<file path="src/rtl/nonce_hub_rr.sv">
// Nonce collection hub: per-slave rising-edge capture into pending slots, round-robin
// drain into a tagged FIFO, and a handshake FSM feeding one word at a time to serial_transmit.
module nonce_hub_rr #(
  parameter int SLAVES     = 3,
  parameter int NONCE_W    = 32,
  parameter int FIFO_DEPTH = 8,
  parameter int DROP_W     = 16,
  localparam int SLAVE_W   = (SLAVES > 1) ? $clog2(SLAVES) : 1,
  localparam int LVL_W     = $clog2(FIFO_DEPTH) + 1
) (
  input  logic                      hash_clk,
  input  logic                      reset,
  input  logic [SLAVES*NONCE_W-1:0] slave_nonces,
  input  logic [SLAVES-1:0]         new_nonces,
  output logic                      serial_send,
  input  logic                      serial_busy,
  output logic [NONCE_W-1:0]        golden_nonce,
  output logic [SLAVE_W-1:0]        golden_slave,
  output logic                      found_pulse,
  output logic [LVL_W-1:0]          fifo_level,
  output logic [DROP_W-1:0]         drop_count,
  output logic                      overflow
);

  localparam int PTR_W   = $clog2(FIFO_DEPTH);
  localparam int ENT_W   = SLAVE_W + NONCE_W;
  localparam int NDROP_W = $clog2(SLAVES + 1);
  localparam int SUM_W   = ((DROP_W > NDROP_W) ? DROP_W : NDROP_W) + 1;
  localparam logic [DROP_W-1:0]  DROP_MAX = '1;
  localparam logic [LVL_W-1:0]   FULL_LVL = LVL_W'(FIFO_DEPTH);
  localparam logic [SLAVE_W-1:0] LAST_IDX = SLAVE_W'(SLAVES - 1);

  typedef enum logic [1:0] {IDLE, SEND, WAIT_ACK, WAIT_DONE} state_t;

  function automatic logic [DROP_W-1:0] sat_drop(input logic [SUM_W-1:0] s);
    if (s > SUM_W'(DROP_MAX)) return DROP_MAX;
    return s[DROP_W-1:0];
  endfunction

  function automatic logic [SLAVE_W-1:0] rr_idx(input logic [SLAVE_W-1:0] base, input int k);
    int j;
    j = (int'(base) + k) % SLAVES;
    return SLAVE_W'(j);
  endfunction

  logic [SLAVES-1:0]  prev_q;
  logic [SLAVES-1:0]  pend_vld_q, pend_vld_d;
  logic [NONCE_W-1:0] pend_q [SLAVES];
  logic [SLAVE_W-1:0] rr_q, rr_d;
  logic [SLAVES-1:0]  cap, gnt_oh, acc, drop;
  logic               gnt_vld;
  logic [SLAVE_W-1:0] gnt_idx;
  logic [NDROP_W-1:0] ndrop;
  logic [SUM_W-1:0]   drop_sum;
  logic               found_q;
  logic [DROP_W-1:0]  drop_q;
  logic               ovf_q;

  logic [ENT_W-1:0]   mem_q [FIFO_DEPTH];
  logic [PTR_W-1:0]   wptr_q, rptr_q;
  logic [LVL_W-1:0]   cnt_q, cnt_d;
  logic               full, push, pop;

  state_t             state_q;
  logic               send_q;
  logic [NONCE_W-1:0] golden_q;
  logic [SLAVE_W-1:0] gslave_q;

  assign cap  = new_nonces & ~prev_q;
  assign full = (cnt_q == FULL_LVL);
  assign push = gnt_vld;
  assign pop  = (state_q == IDLE) && (cnt_q != '0) && !serial_busy;

  // Full is judged on the registered count, so a pop never frees a slot in the same cycle.
  always_comb begin
    gnt_vld = 1'b0;
    gnt_idx = '0;
    if (!full) begin
      for (int k = 0; k < SLAVES; k++) begin
        if (!gnt_vld && pend_vld_q[rr_idx(rr_q, k)]) begin
          gnt_vld = 1'b1;
          gnt_idx = rr_idx(rr_q, k);
        end
      end
    end
  end

  always_comb begin
    gnt_oh = '0;
    if (gnt_vld) gnt_oh[gnt_idx] = 1'b1;
    acc        = cap & (~pend_vld_q | gnt_oh);
    drop       = cap & pend_vld_q & ~gnt_oh;
    pend_vld_d = (pend_vld_q & ~gnt_oh) | acc;
    rr_d       = rr_q;
    if (gnt_vld) rr_d = (gnt_idx == LAST_IDX) ? '0 : gnt_idx + SLAVE_W'(1);
  end

  always_comb begin
    ndrop = '0;
    for (int i = 0; i < SLAVES; i++) ndrop = ndrop + NDROP_W'(drop[i]);
    drop_sum = SUM_W'(drop_q) + SUM_W'(ndrop);
  end

  always_comb begin
    cnt_d = cnt_q;
    if (push && !pop)      cnt_d = cnt_q + LVL_W'(1);
    else if (!push && pop) cnt_d = cnt_q - LVL_W'(1);
  end

  // Capture / arbitration state
  always_ff @(posedge hash_clk or posedge reset) begin
    if (reset) begin
      prev_q     <= '0;
      pend_vld_q <= '0;
      rr_q       <= '0;
      found_q    <= 1'b0;
      drop_q     <= '0;
      ovf_q      <= 1'b0;
    end else begin
      prev_q     <= new_nonces;
      pend_vld_q <= pend_vld_d;
      rr_q       <= rr_d;
      found_q    <= |acc;
      if (|drop) begin
        drop_q <= sat_drop(drop_sum);
        ovf_q  <= 1'b1;
      end
    end
  end

  always_ff @(posedge hash_clk) begin
    for (int i = 0; i < SLAVES; i++) begin
      if (acc[i]) pend_q[i] <= slave_nonces[i*NONCE_W +: NONCE_W];
    end
    if (push) mem_q[wptr_q] <= {gnt_idx, pend_q[gnt_idx]};
  end

  // FIFO pointers and occupancy
  always_ff @(posedge hash_clk or posedge reset) begin
    if (reset) begin
      wptr_q <= '0;
      rptr_q <= '0;
      cnt_q  <= '0;
    end else begin
      if (push) wptr_q <= wptr_q + PTR_W'(1);
      if (pop)  rptr_q <= rptr_q + PTR_W'(1);
      cnt_q <= cnt_d;
    end
  end

  // Transmit handshake
  always_ff @(posedge hash_clk or posedge reset) begin
    if (reset) begin
      state_q  <= IDLE;
      send_q   <= 1'b0;
      golden_q <= '0;
      gslave_q <= '0;
    end else begin
      send_q <= 1'b0;
      case (state_q)
        IDLE: begin
          if (pop) begin
            {gslave_q, golden_q} <= mem_q[rptr_q];
            send_q  <= 1'b1;
            state_q <= SEND;
          end
        end
        SEND:      state_q <= WAIT_ACK;
        WAIT_ACK:  if (serial_busy) state_q <= WAIT_DONE;
        WAIT_DONE: if (!serial_busy) state_q <= IDLE;
        default:   state_q <= IDLE;
      endcase
    end
  end

  assign serial_send  = send_q;
  assign golden_nonce = golden_q;
  assign golden_slave = gslave_q;
  assign found_pulse  = found_q;
  assign fifo_level   = cnt_q;
  assign drop_count   = drop_q;
  assign overflow     = ovf_q;

endmodule

</file>
<file path="config.mk">
export PLATFORM = sky130hd
export DESIGN_NAME = nonce_hub_rr
export DESIGN_NICKNAME = d
export VERILOG_FILES = /design/src/rtl/nonce_hub_rr.sv
export SDC_FILE = /design/constraint.sdc
export NUM_CORES = 1
export LEC_CHECK = 0
export ABC_AREA = 1
export BUFFER_PORTS_ARGS = -buffer_cell sky130_fd_sc_hd__buf_2
export CORE_UTILIZATION = 30
export DETAILED_ROUTE_END_ITERATION = 16
export PLACE_DENSITY_LB_ADDON = 0.15
export SYNTH_ARGS = -nofsm -noshare
export SYNTH_HDL_FRONTEND = slang
export SYNTH_SLANG_ARGS = --single-unit
</file>
<file path="constraint.sdc">
create_clock -name hash_clk -period 7.25 [get_ports hash_clk]
set_clock_uncertainty 0.15 [all_clocks]
set_input_delay 0.3625 -clock hash_clk [delete_from_list [all_inputs] [get_ports hash_clk]]
set_output_delay 0.3625 -clock hash_clk [all_outputs]
set_load 0.01 [all_outputs]
</file>
==> run metrics <==
outcome=finished clean; Final Hold Viols=0; setup bufs post-CTS=0; Max VDD drop=309 uV; clock slew at reported path FFs=60 ps; grt ovf=0; P_leak=8.32 nW; Worst Max-Slew Pin Slew=1080 ps; Avg Synthesized Cell Area=13.4 um^2; Rows=88; top-count cell post-synth=edfxtp_1; final setup vio count=0; Total Die Area=0.0593 mm^2; PortBufs=158; post-route minimum period=4810 ps; Max H-tree Level=2; GRT Util Overall=0.156; number of flops mapped to enable cells by yosys=368; DRT iter0 DRCs=615; Yosys warning count=0; first drt pass iteration count=5; Worst Setup Path Type=reg -> reg; fin util=0.376; worst-case clock buffer depth=3; Main synth FF type=edfxtp_1; max-slew violation count=0; register area share after synthesis=0.736; XOR/XNOR Fraction of Synth Area=0.00651; Compound-Gate Fraction of Synth Area=0.0642; die span in y=243 um; global placer's final weighted congestion=0.768; largest family of logic cells by synthesized area=simple AND/OR/NAND/NOR gates; Yosys cell types=40; # Max-Cap Violations=0; Worst-Skew Late Latency=590 ps; CTS tree=done; first-pass GRT wire length=70.3 mm; DP Wirelength=25.4 mm; CTS Hold Buffers Added=100; initial antenna violation count=1; Post-Synth Simple-Gate Area=0.117; post-DR vias/cell=4.72; Tightest Hold Check Type=in -> reg; core footprint=0.0577 mm^2; CP Launch Type=flip-flop; Post-synth ARST share=0.166; IO Pins=159; Critical Path RT=7610 ps; routed vias=11,190; Commonest cells post-synth=edfxtp_1, nand2_1, nor2_1; Synth top area share=0.632; synth top area cells=edfxtp_1, dfrtp_1, nand2_1; CTS Buf Count=48; Post-CTS Resized=0; Layout Nets=1,683; Routed WL=45.8 mm; Synth area leader=edfxtp_1; mux contribution to synthesized area=0.0356; post-route ant nets=0; syn nets=1,421; Adder-Cell Fraction of Synth Area=0.0142; crit end category=flip-flop; Worst EP arrival=5170 ps; FILL cells=5,627; vias in the first global route=11,412; CTS sink cnt=441; Cells after Synth=1,301; Root Buffer=clkbuf_16; Post-Syn Area=0.0175 mm^2; synthesized flop and latch total=441; Fmax=208 MHz; P&R area growth vs syn=24.1%; share of layout cells above drive strength 1=0.179; starting density of the core=0.303; area of the multi-input gates=0.00421 mm^2; final worst path period share=0.663; RSZ-0062 raised after global routing=no; setup total negative slack=0 ps; DRC viols=0; register area=0.0129 mm^2; Die Span X=243 um; Slew headroom=0.281; CP Max Fanout=19; cell area power density=557 mW/mm^2; Routed wire per std cell=19.3 um; largest net degree at the start of global routing=79
metal layers:
layer | up-vias | GRT usage | wire length (um)
met3 | 60 | 0.0225 | 1660
met1 | 5607 | 0.218 | 22000
met4 | 0 | 0.0475 | 881
met2 | 245 | 0.250 | 21300
met5 | - | 0 | 0
li1 | 5278 | - | -
area by class of cell:
cell class	count	share of cell area
repair buffers	278	0.0895
flip-flops and latches	441	0.594
multi-input cells	745	0.194
diodes	3	0.000346
clock buffers	62	0.0592
well taps	765	0.0441
clock inverters	27	0.0102
inverters	49	0.00865
final timing paths:
check | from | to | slack, ps | depth (start not counted)
min reg2reg | prev_q[1] | pend_vld_q[1] | 320 | 1
max | rr_q[0] | drop_count[13] | 2440 | 24
max in group asynchronous | reset | serial_send | 5640 | 4
max reg2reg | rr_q[0] | drop_count[13] | 2440 | 24
min | serial_busy | state_q[1] | 140 | 5
min in group asynchronous | reset | golden_nonce[12] | 230 | 3
cells by family (layout without fill, tap and decap cells):
group | count (synthesis) | after routing
compound gates | 174 | 174
xor+xnor | 13 | 13
fa+ha+maj | 18 | 18
buf+inv | 115 | 416
flops | 441 | 441
mux | 62 | 62
other cells | 0 | 3
simple gates | 478 | 478
state kept, by name (all words and copies together), names as in the netlist:
name	count
prev_q	3
rptr_q	3
mem_q	272
rr_q	2
serial_send	1
drop_count	16
golden_slave	2
state_q	2
pend_q	96
golden_nonce	32
pend_vld_q	3
fifo_level	4
wptr_q	3
found_pulse	1
overflow	1
cells in the final DEF, fill, tap and decap left out, drive strengths merged, types with 8 or more instances in the layout:
cell type and n:
nand4 22, o221ai 54, o22ai 8, buf 178, edfxtp 368, xor2 8, ha 15, nand3 84
dfrtp 73, nor2 118, dlygate4sd3 100, inv 49, mux2i 61, nand2 248, clkbuf 62, clkinv 22
o21ai 96
stage by stage:
step	power [W]	instances	hold slack, ps	instance area (um^2)	setup slack (ps)
finish	0.0121	2370	137	21700	2440
detailed placement	0.00984	2178	312	19200	2500
global route	0.0129	2367	158	21700	2030
global placement	0.00976	2178	312	19200	2710
CTS	0.0123	2367	112	21700	2470
floorplan	0.00794	1301	244	17500	3100
power by group:
group          switching [W]  internal [W]
logic                0.00345       0.00111
registers           0.000321       0.00484
clock network        0.00100       0.00136
critical path: stages, from the launching register on:
cell	delay (ps)
dfrtp_1	370
inv_1	80
ha_1	370
inv_2	100
nand2_1	60
nand2_1	80
nand3_2	100
nand3_2	110
nand3_1	90
nand3_2	130
nand3_2	370
fa_1	570
inv_1	80
ha_1	170
inv_1	60
fa_1	380
nor2_1	190
nand2_1	110
nor3_2	260
nand3_2	150
nor2_2	160
nand3_2	260
nand3_1	180
nand2_1	70
nand2_1	60
(Power assumes the default switching activity.)
